**src/rtl/bcd_entry.sv**
```systemverilog
// bcd_entry: accumulates BCD digits (most significant first) into an
// unsigned binary value, commits it on enter with a one-cycle strobe, and
// latches an error on invalid BCD or on overflow until clear or rst.
module bcd_entry #(
    parameter int unsigned DIGITS = 2,
    parameter int unsigned WIDTH  = 8
) (
    input  logic             clk,
    input  logic             rst,
    input  logic [3:0]       digit,
    input  logic             digit_valid,
    output logic             digit_ready,
    input  logic             enter,
    input  logic             clear,
    output logic [WIDTH-1:0] acc,
    output logic [1:0]       ndigits,
    output logic [WIDTH-1:0] num,
    output logic             num_valid,
    output logic             err
);

    localparam int unsigned XW = WIDTH + 4;

    typedef enum logic [1:0] {
        S_IDLE  = 2'd0,
        S_ACCUM = 2'd1,
        S_ERROR = 2'd2
    } state_t;

    state_t           state_q, state_d;
    logic [WIDTH-1:0] acc_q, acc_d;
    logic [WIDTH-1:0] num_q, num_d;
    logic [1:0]       ndigits_q, ndigits_d;
    logic             num_valid_q, num_valid_d;
    logic             err_q, err_d;

    logic             accept;
    logic             bad_digit;
    logic             overflow;
    logic [XW-1:0]    next_val;

    // Ready depends on registered state only, so it never loops back through digit_valid.
    assign digit_ready = (state_q == S_IDLE) ||
                         ((state_q == S_ACCUM) && (ndigits_q < 2'(DIGITS)));
    assign accept      = digit_valid && digit_ready;
    assign bad_digit   = digit > 4'd9;
    assign next_val    = XW'(acc_q) * XW'(10) + XW'(digit);
    assign overflow    = next_val > XW'({WIDTH{1'b1}});

    // Next-state and datapath: clear wins, then digit accept, then a plain enter.
    always_comb begin
        state_d     = state_q;
        acc_d       = acc_q;
        num_d       = num_q;
        ndigits_d   = ndigits_q;
        num_valid_d = 1'b0;
        err_d       = err_q;

        if (clear) begin
            state_d   = S_IDLE;
            acc_d     = '0;
            ndigits_d = 2'd0;
            err_d     = 1'b0;
        end else begin
            case (state_q)
                S_IDLE, S_ACCUM: begin
                    if (accept) begin
                        if (bad_digit || overflow) begin
                            state_d = S_ERROR;
                            err_d   = 1'b1;
                        end else if (enter) begin
                            // Commit includes the digit arriving alongside enter.
                            num_d       = next_val[WIDTH-1:0];
                            num_valid_d = 1'b1;
                            acc_d       = '0;
                            ndigits_d   = 2'd0;
                            state_d     = S_IDLE;
                        end else begin
                            acc_d     = next_val[WIDTH-1:0];
                            ndigits_d = ndigits_q + 2'd1;
                            state_d   = S_ACCUM;
                        end
                    end else if (enter && (state_q == S_ACCUM)) begin
                        num_d       = acc_q;
                        num_valid_d = 1'b1;
                        acc_d       = '0;
                        ndigits_d   = 2'd0;
                        state_d     = S_IDLE;
                    end
                end
                S_ERROR: begin
                    // Frozen until clear or rst.
                end
                default: begin
                    state_d = S_IDLE;
                end
            endcase
        end
    end

    // State and datapath registers with asynchronous reset.
    always_ff @(posedge clk or posedge rst) begin
        if (rst) begin
            state_q     <= S_IDLE;
            acc_q       <= '0;
            num_q       <= '0;
            ndigits_q   <= 2'd0;
            num_valid_q <= 1'b0;
            err_q       <= 1'b0;
        end else begin
            state_q     <= state_d;
            acc_q       <= acc_d;
            num_q       <= num_d;
            ndigits_q   <= ndigits_d;
            num_valid_q <= num_valid_d;
            err_q       <= err_d;
        end
    end

    assign acc       = acc_q;
    assign ndigits   = ndigits_q;
    assign num       = num_q;
    assign num_valid = num_valid_q;
    assign err       = err_q;

endmodule

```
**config.mk**
```make
export PLATFORM = sky130hd
export DESIGN_NAME = bcd_entry
export DESIGN_NICKNAME = d
export VERILOG_FILES = /design/src/rtl/bcd_entry.sv
export SDC_FILE = /design/constraint.sdc
export NUM_CORES = 1
export LEC_CHECK = 0
export ABC_CLOCK_PERIOD_IN_PS = 4000
export CAP_MARGIN = 20
export CORE_ASPECT_RATIO = 1.75
export CORE_MARGIN = 2
export CORE_UTILIZATION = 52
export DETAILED_ROUTE_END_ITERATION = 7
export PLACE_DENSITY = 0.8
export SLEW_MARGIN = 10
export SYNTH_ARGS = -nofsm -noshare
export SYNTH_HDL_FRONTEND = slang
export SYNTH_SLANG_ARGS = --single-unit
```
**constraint.sdc**
```tcl
create_clock -name clk -period 4 [get_ports clk]
set_clock_uncertainty 0.05 [all_clocks]
set_input_delay 1.2 -clock clk [delete_from_list [all_inputs] [get_ports clk]]
set_output_delay 1.2 -clock clk [all_outputs]
set_load 0.05 [all_outputs]
```
# ---- Word-level counts from Yosys, hierarchy flattened
# Index checks and enable logic that the tools add are counted.
dict set report totals {
  reg_bits 22
  output_inout_bits 21
  elab_cells 67
  in_bits 9
}
dict set report op_classes {
  eq_ne 7
  n_bitwise 1
  n_mul 1
  muxes 31
  n_reduce_logical 16
  order_cmp 3
  add_sub_neg 2
}
# operator count
set op_table {}
lappend op_table {{$mux 8} 10}
lappend op_table {{$mux 2} 9}
lappend op_table {{$add 12x4->12} 1}
lappend op_table {{$gt 12x8->1 const B} 1}
lappend op_table {{$mul 8x3->11 const B} 1}
lappend op_table {{$mux 1} 11}
lappend op_table {{$reduce_bool 2->1} 4}
lappend op_table {{$ne 2x2->1 const B} 3}
lappend op_table {{$reduce_and 3->1} 2}
lappend op_table {{$reduce_and 5->1} 1}
lappend op_table {{$gt 4x4->1 const B} 1}
lappend op_table {{$ne 4x4->1 const B} 1}
lappend op_table {{$pmux 2 s2} 1}
lappend op_table {{$logic_and 1x1->1} 3}
lappend op_table {{$ne 3x3->1 const B} 1}
lappend op_table {{$reduce_bool 3->1} 1}
lappend op_table {{$add 2x1->2 const B} 1}
lappend op_table {{$eq 2x1->1 const B} 1}
lappend op_table {{$eq 2x2->1 const B} 1}
lappend op_table {{$logic_not 2->1} 1}
lappend op_table {{$logic_or 1x1->1} 2}
lappend op_table {{$lt 2x2->1 const B} 1}
lappend op_table {{$reduce_and 2->1} 1}
lappend op_table {{$reduce_or 2->1} 1}
lappend op_table {{$not 1->1} 1}

# ---- Logic depth before layout (Yosys ltp)
dict set report depth {
  ltp_word 8
  mapped_depth 10
}

# ---- Least setup slack after synthesis
# No wires, ideal clock.
dict set report synth_timing {
  path_type {reg-to-reg}
  from {register acc_q[1] (netlist: acc[1])}
  to {register num_q[4] (netlist: num[4])}
  path_buffers 0
  setup_time_ps 125
  arrival_ps 3572
  synth_period_minus_slack_ps 3747
  path_slack_ps 253
  stages_incl_launch_ff 10
  path_cell_list {dfrtp_1 > ha_1 > ha_1 > fa_1 > a21o_2 > or4_4 > a2111oi_4 > o211ai_4 > a21boi_4 > mux2_4}
}
dict set report synth_via {
  elab_chain_cells 6
  elab_cells_between_ends 9
  cone_classes {add/sub (1); mul (1); order compare (1); eq/ne (1); mux (3); reduce/logical (2)}
}
# item line
set synth_lines {}
lappend synth_lines {{from (decl)} 31} ;# logic [WIDTH-1:0] acc_q, acc_d;
lappend synth_lines {{from (signal assigned)} 105} ;# acc_q <= '0;
lappend synth_lines {{from (signal assigned)} 112} ;# acc_q <= acc_d;
lappend synth_lines {{$mul 8x3->11 *} 47} ;# assign next_val = XW'(acc_q) * XW'(10) + XW'(digit);
lappend synth_lines {{$add 12x4->12 *} 47}
lappend synth_lines {{$gt 12x8->1} 48} ;# assign overflow = next_val > XW'({WIDTH{1'b1}});
lappend synth_lines {{$logic_or 1x1->1} 68} ;# if (bad_digit || overflow) begin
lappend synth_lines {{$ne 2x2->1 (no source line)} -}
lappend synth_lines {{$reduce_and 5->1 (no source line)} -}
lappend synth_lines {{to (signal assigned)} 113} ;# num_q <= num_d;
lappend synth_lines {{to (decl)} 32} ;# logic [WIDTH-1:0] num_q, num_d;
# Every way passes the cells marked *; elsewhere a longest branch is shown, timed or not. The select of a mux whose other input is x is not followed.
# A chain may end at the register's enable or synchronous reset.

# ---- Worst setup path in the final report
dict set report layout_timing {
  from {register acc_q[1] (netlist: acc[1])}
  to {register num_q[2] (netlist: num[2])}
}
# Same word-level chain as after synthesis.

==> results.txt <==
----------------------------------------------------
[CTS]
  Max Root-Sink Buffers ... 2
  Resize count post-CTS ... 0
  CTS tree ... built
  Number of levels in the clock H-tree ... 1
  Cell chosen for the clock root ... clkbuf_8
  Clock latency on the worst-skew pair ... 0.27 ns
  Number of buffers inserted by hold repair at cts ... 0
  Number of buffers added for setup after CTS ... 0
  Num Clock Sinks ... 22
  Reg clk slew, reported paths ... 0.08 ns
  Number of CTS-inserted buffers ... 3

[Setup path]
  Data required time of the critical path ... 4.07 ns
  Startpoint-to-endpoint class of the critical path ... reg -> reg
  Critical Path Fanout Max ... 14
  Destination of the critical timing path ... num[2]
  Worst-case reg-to-reg path depth ... 10
  Nature of the critical path endpoint ... flip-flop
  Category of the worst setup path launch point ... flip-flop
  Endpoint of the worst-slack reg-to-reg timing path ... num[2]
  Largest stage delay on the critical path ... 0.52 ns
  Start of the worst register-to-register path ... acc[1]
  Reg2reg setup slack ... 0.40 ns
  Most common cell type on the critical path ... ha_1
  Cells along the critical path ... ha_1 > ha_1 > fa_1 > a21o_2 > or4_4 > a2111oi_4 > o2111ai_2 > buf_4 > o22ai_1 > a2bb2oi_1
  Cell with the biggest individual delay on the critical path ... or4_4
  Worst Path Arrival ... 3.67 ns
  First element of the critical path ... acc[1]

[Synthesis]
  Post-synthesis adder-cell area fraction ... 14.5%
  Post-synthesis xor/xnor area fraction ... 2.80%
  Synthesized cell area ... 1570 um2
  Sequential share of the synthesized area ... 35.2%
  Post-synthesis simple-gate area fraction ... 14.4%
  Number of distinct library cell variants in the gate-level netlist after synthesis ... 50
  Cells taking the most area after synthesis ... dfrtp_1 (35%), ha_1 (12%), nand3_1 (4.2%), nand2_1 (2.6%), fa_1 (2.6%)
  Post-Synthesis Net Count ... 176
  #FFs+latches synth ... 22
  Top_reg_cell synth ... dfrtp_1
  Compound-cell area share of the yosys netlist ... 25.4%
  Synthesized instance count ... 150
  Average size of a mapped cell ... 10.4 um2
  Share of async-settable or async-resettable flops after synthesis ... 100%
  Biggest area consumer among synthesized cells ... dfrtp_1
  Number of enable-type register cells in the synthesized netlist ... 0
  Main combinational cell family by area after synthesis ... compound AO/OA/AOI/OAI gates
  Share of synthesized area spent on multiplexers ... 4.48%
  Fraction of post-synthesis cell area in the top cell type by area ... 35.2%
  Number of warning messages in the yosys log ... 0

[Floorplanning]
  Starting density of the core ... 54.1%
  FP Rows ... 26
  Die footprint ... 3480 um2
  Core area ... 2900 um2
  Width of the chip ... 45.5 um
  Number of primary I/O pins ... 30
  Die extent in y ... 76.6 um

[Timing]
  Final-layout setup total negative slack ... 0 ns
  Final critical path time including I/O delays and setup ... 3.60 ns
  Worst Max-Slew Pin Slew ... 0.830 ns
  Min setup slack post-route ... 0.402 ns
  Final Hold Violating Endpoints ... 0
  F_max ... 278 MHz
  Number of slew-limit violations in the final report ... 0
  Fraction of the cycle the final worst path needs ... 90.0%
  Unrepaired setup endpoints after global routing ... false
  Count of endpoints failing setup in the final report ... 0
  Max transition margin ... 44.6%

[Finish]
  Post-route non-filler standard cell count ... 211
  Diode insertion count for antenna repair ... 0
  Leading cell types in the layout, fill and taps excluded ... clkdlybuf4s50_1 (29), dfrtp_1 (22), ha_1 (15)
  Share of post-route cells with drive strength above 1 ... 12.6%
  Final Net Count ... 210
  Filler instances ... 228
  Most common cell after layout, fill and taps aside ... clkdlybuf4s50_1
  P&R area growth vs syn ... 24.7%

[Placement]
  Cell total after placement ... 207
  Post-DP HPWL ... 2910 um
  GP Congestion ... 0.875
  Worst slack, placed ... 0.260 ns
  Buffers added on ports ... 29

[Global route]
  Total gr overflow ... 0
  Combined global-route utilization of all metal layers ... 24.2%
  Antenna violations before repair ... 0
  Vias in the first global route ... 1,357
  First-pass GRT wire length ... 6290 um
  Pin count of the biggest net entering global routing ... 23

[Run status]
  Status ... completed

[Routing]
  Routed vias ... 1,314
  Post-detailed-route count of antenna-violating nets ... 0
  Routed len/inst ... 17.3 um
  First drt pass iteration count ... 4
  Average vias per placed instance ... 6.23
  Final wirelength ... 3650 um
  DRC violation count after routing ... 0
  First DRT Iteration DRCs ... 18

[Power and ir drop]
  Power per Cell Area ... 293 nW/um2
  Total leakage power ... 0.893 nW
  Peak ir drop on the vdd network ... 0.323 mV
  Total power ... 0.572 mW

[Run]
  Number of violations of the max-capacitance limit ... 0

[Min path]
  Kind of path behind the tightest hold check ... reg -> reg

----------------------------------------------------
-- metal layers --
metal | global-route usage [%] | part of all wire, % | up-vias
met1 | 27.2 | 39 | 648
met5 | 0 | 0 | -
met4 | 10.0 | 3.0 | 0
met3 | 2.13 | 1.6 | 9
met2 | 43.2 | 56 | 24
li1 | - | - | 633
-- area by class of cell --
type                            instances  area (um2)  area share, %
Sequential cell                        22         551           28.2
Tap cell                               28        35.0           1.79
Inverter                                5        18.8          0.962
Clock buffer                            4        55.1           2.82
Timing Repair Buffer                   34         328           16.8
Multi-Input combinational cell        118         965           49.4
-- kinds of logic after synthesis --
kind of cell | after synthesis
DFF | 22
adders and majority gates | 17
AOI/OAI and AO/OA | 46
muxes | 6
and+or+nand+nor | 44
xor gates and xnor gates | 5
buffers and inverters | 10
-- how the worst min path moves through the flow --
stage,from,cells past startpoint,endpoint
after detailed placement,num[4],1,num[4]
after global placement,err,2,err
after global routing,num[6],2,num[6]
final,num[4],1,num[4]
after CTS,num[6],2,num[6]
after floorplan,state_q[1],2,state_q[0]
-- state kept, by name (all words and copies together), names as in the netlist --
signal     count
acc            8
num            8
ndigits        2
state_q        2
num_valid      1
err            1
-- power breakdown --
group | leakage [nW] | internal [mW] | switching [mW] | total (mW)
sequential | 0.295 | 0.237 | 0.0107 | 0.248
combinational | 0.570 | 0.0607 | 0.103 | 0.164
clock | 0.0288 | 0.0878 | 0.0730 | 0.161
-- synthesized netlist by cell type (2+ instances only) --
| cell type | count |
|---|---|
| xnor2_1 | 2 |
| nor2_1 | 6 |
| a31oi_1 | 2 |
| o31ai_2 | 3 |
| a211oi_1 | 3 |
| a21oi_1 | 7 |
| inv_1 | 5 |
| nor3_1 | 2 |
| a2bb2oi_1 | 4 |
| nand3_1 | 13 |
| mux2_4 | 2 |
| o21ai_1 | 5 |
| nand2_1 | 11 |
| fa_1 | 2 |
| xor2_1 | 3 |
| o22ai_1 | 4 |
| mux2i_1 | 4 |
| clkbuf_1 | 2 |
| dfrtp_1 | 22 |
| o21ai_0 | 3 |
| a21o_1 | 2 |
| ha_1 | 15 |
-- stage by stage --
step	util [%]	cell area, um2	hold WS (ns)
3_3_place_gp	65.5	1900	0.463
6_report	67.4	1950	0.487
2_1_floorplan	-	1570	0.495
3_5_place_dp	65.5	1900	0.469
4_1_cts	67.4	1950	0.486
5_1_grt	67.4	1950	0.517
-- worst max-delay path, delay by kind of cell (launching register included) --
family          cells  cell delay (ns)
simple gates        1             0.52
compound gates      5             1.12
flops               1             0.47
buf+inv             1             0.23
fa+ha+maj           3             1.05
No activity file was read; power rests on OpenSTA's default activity.
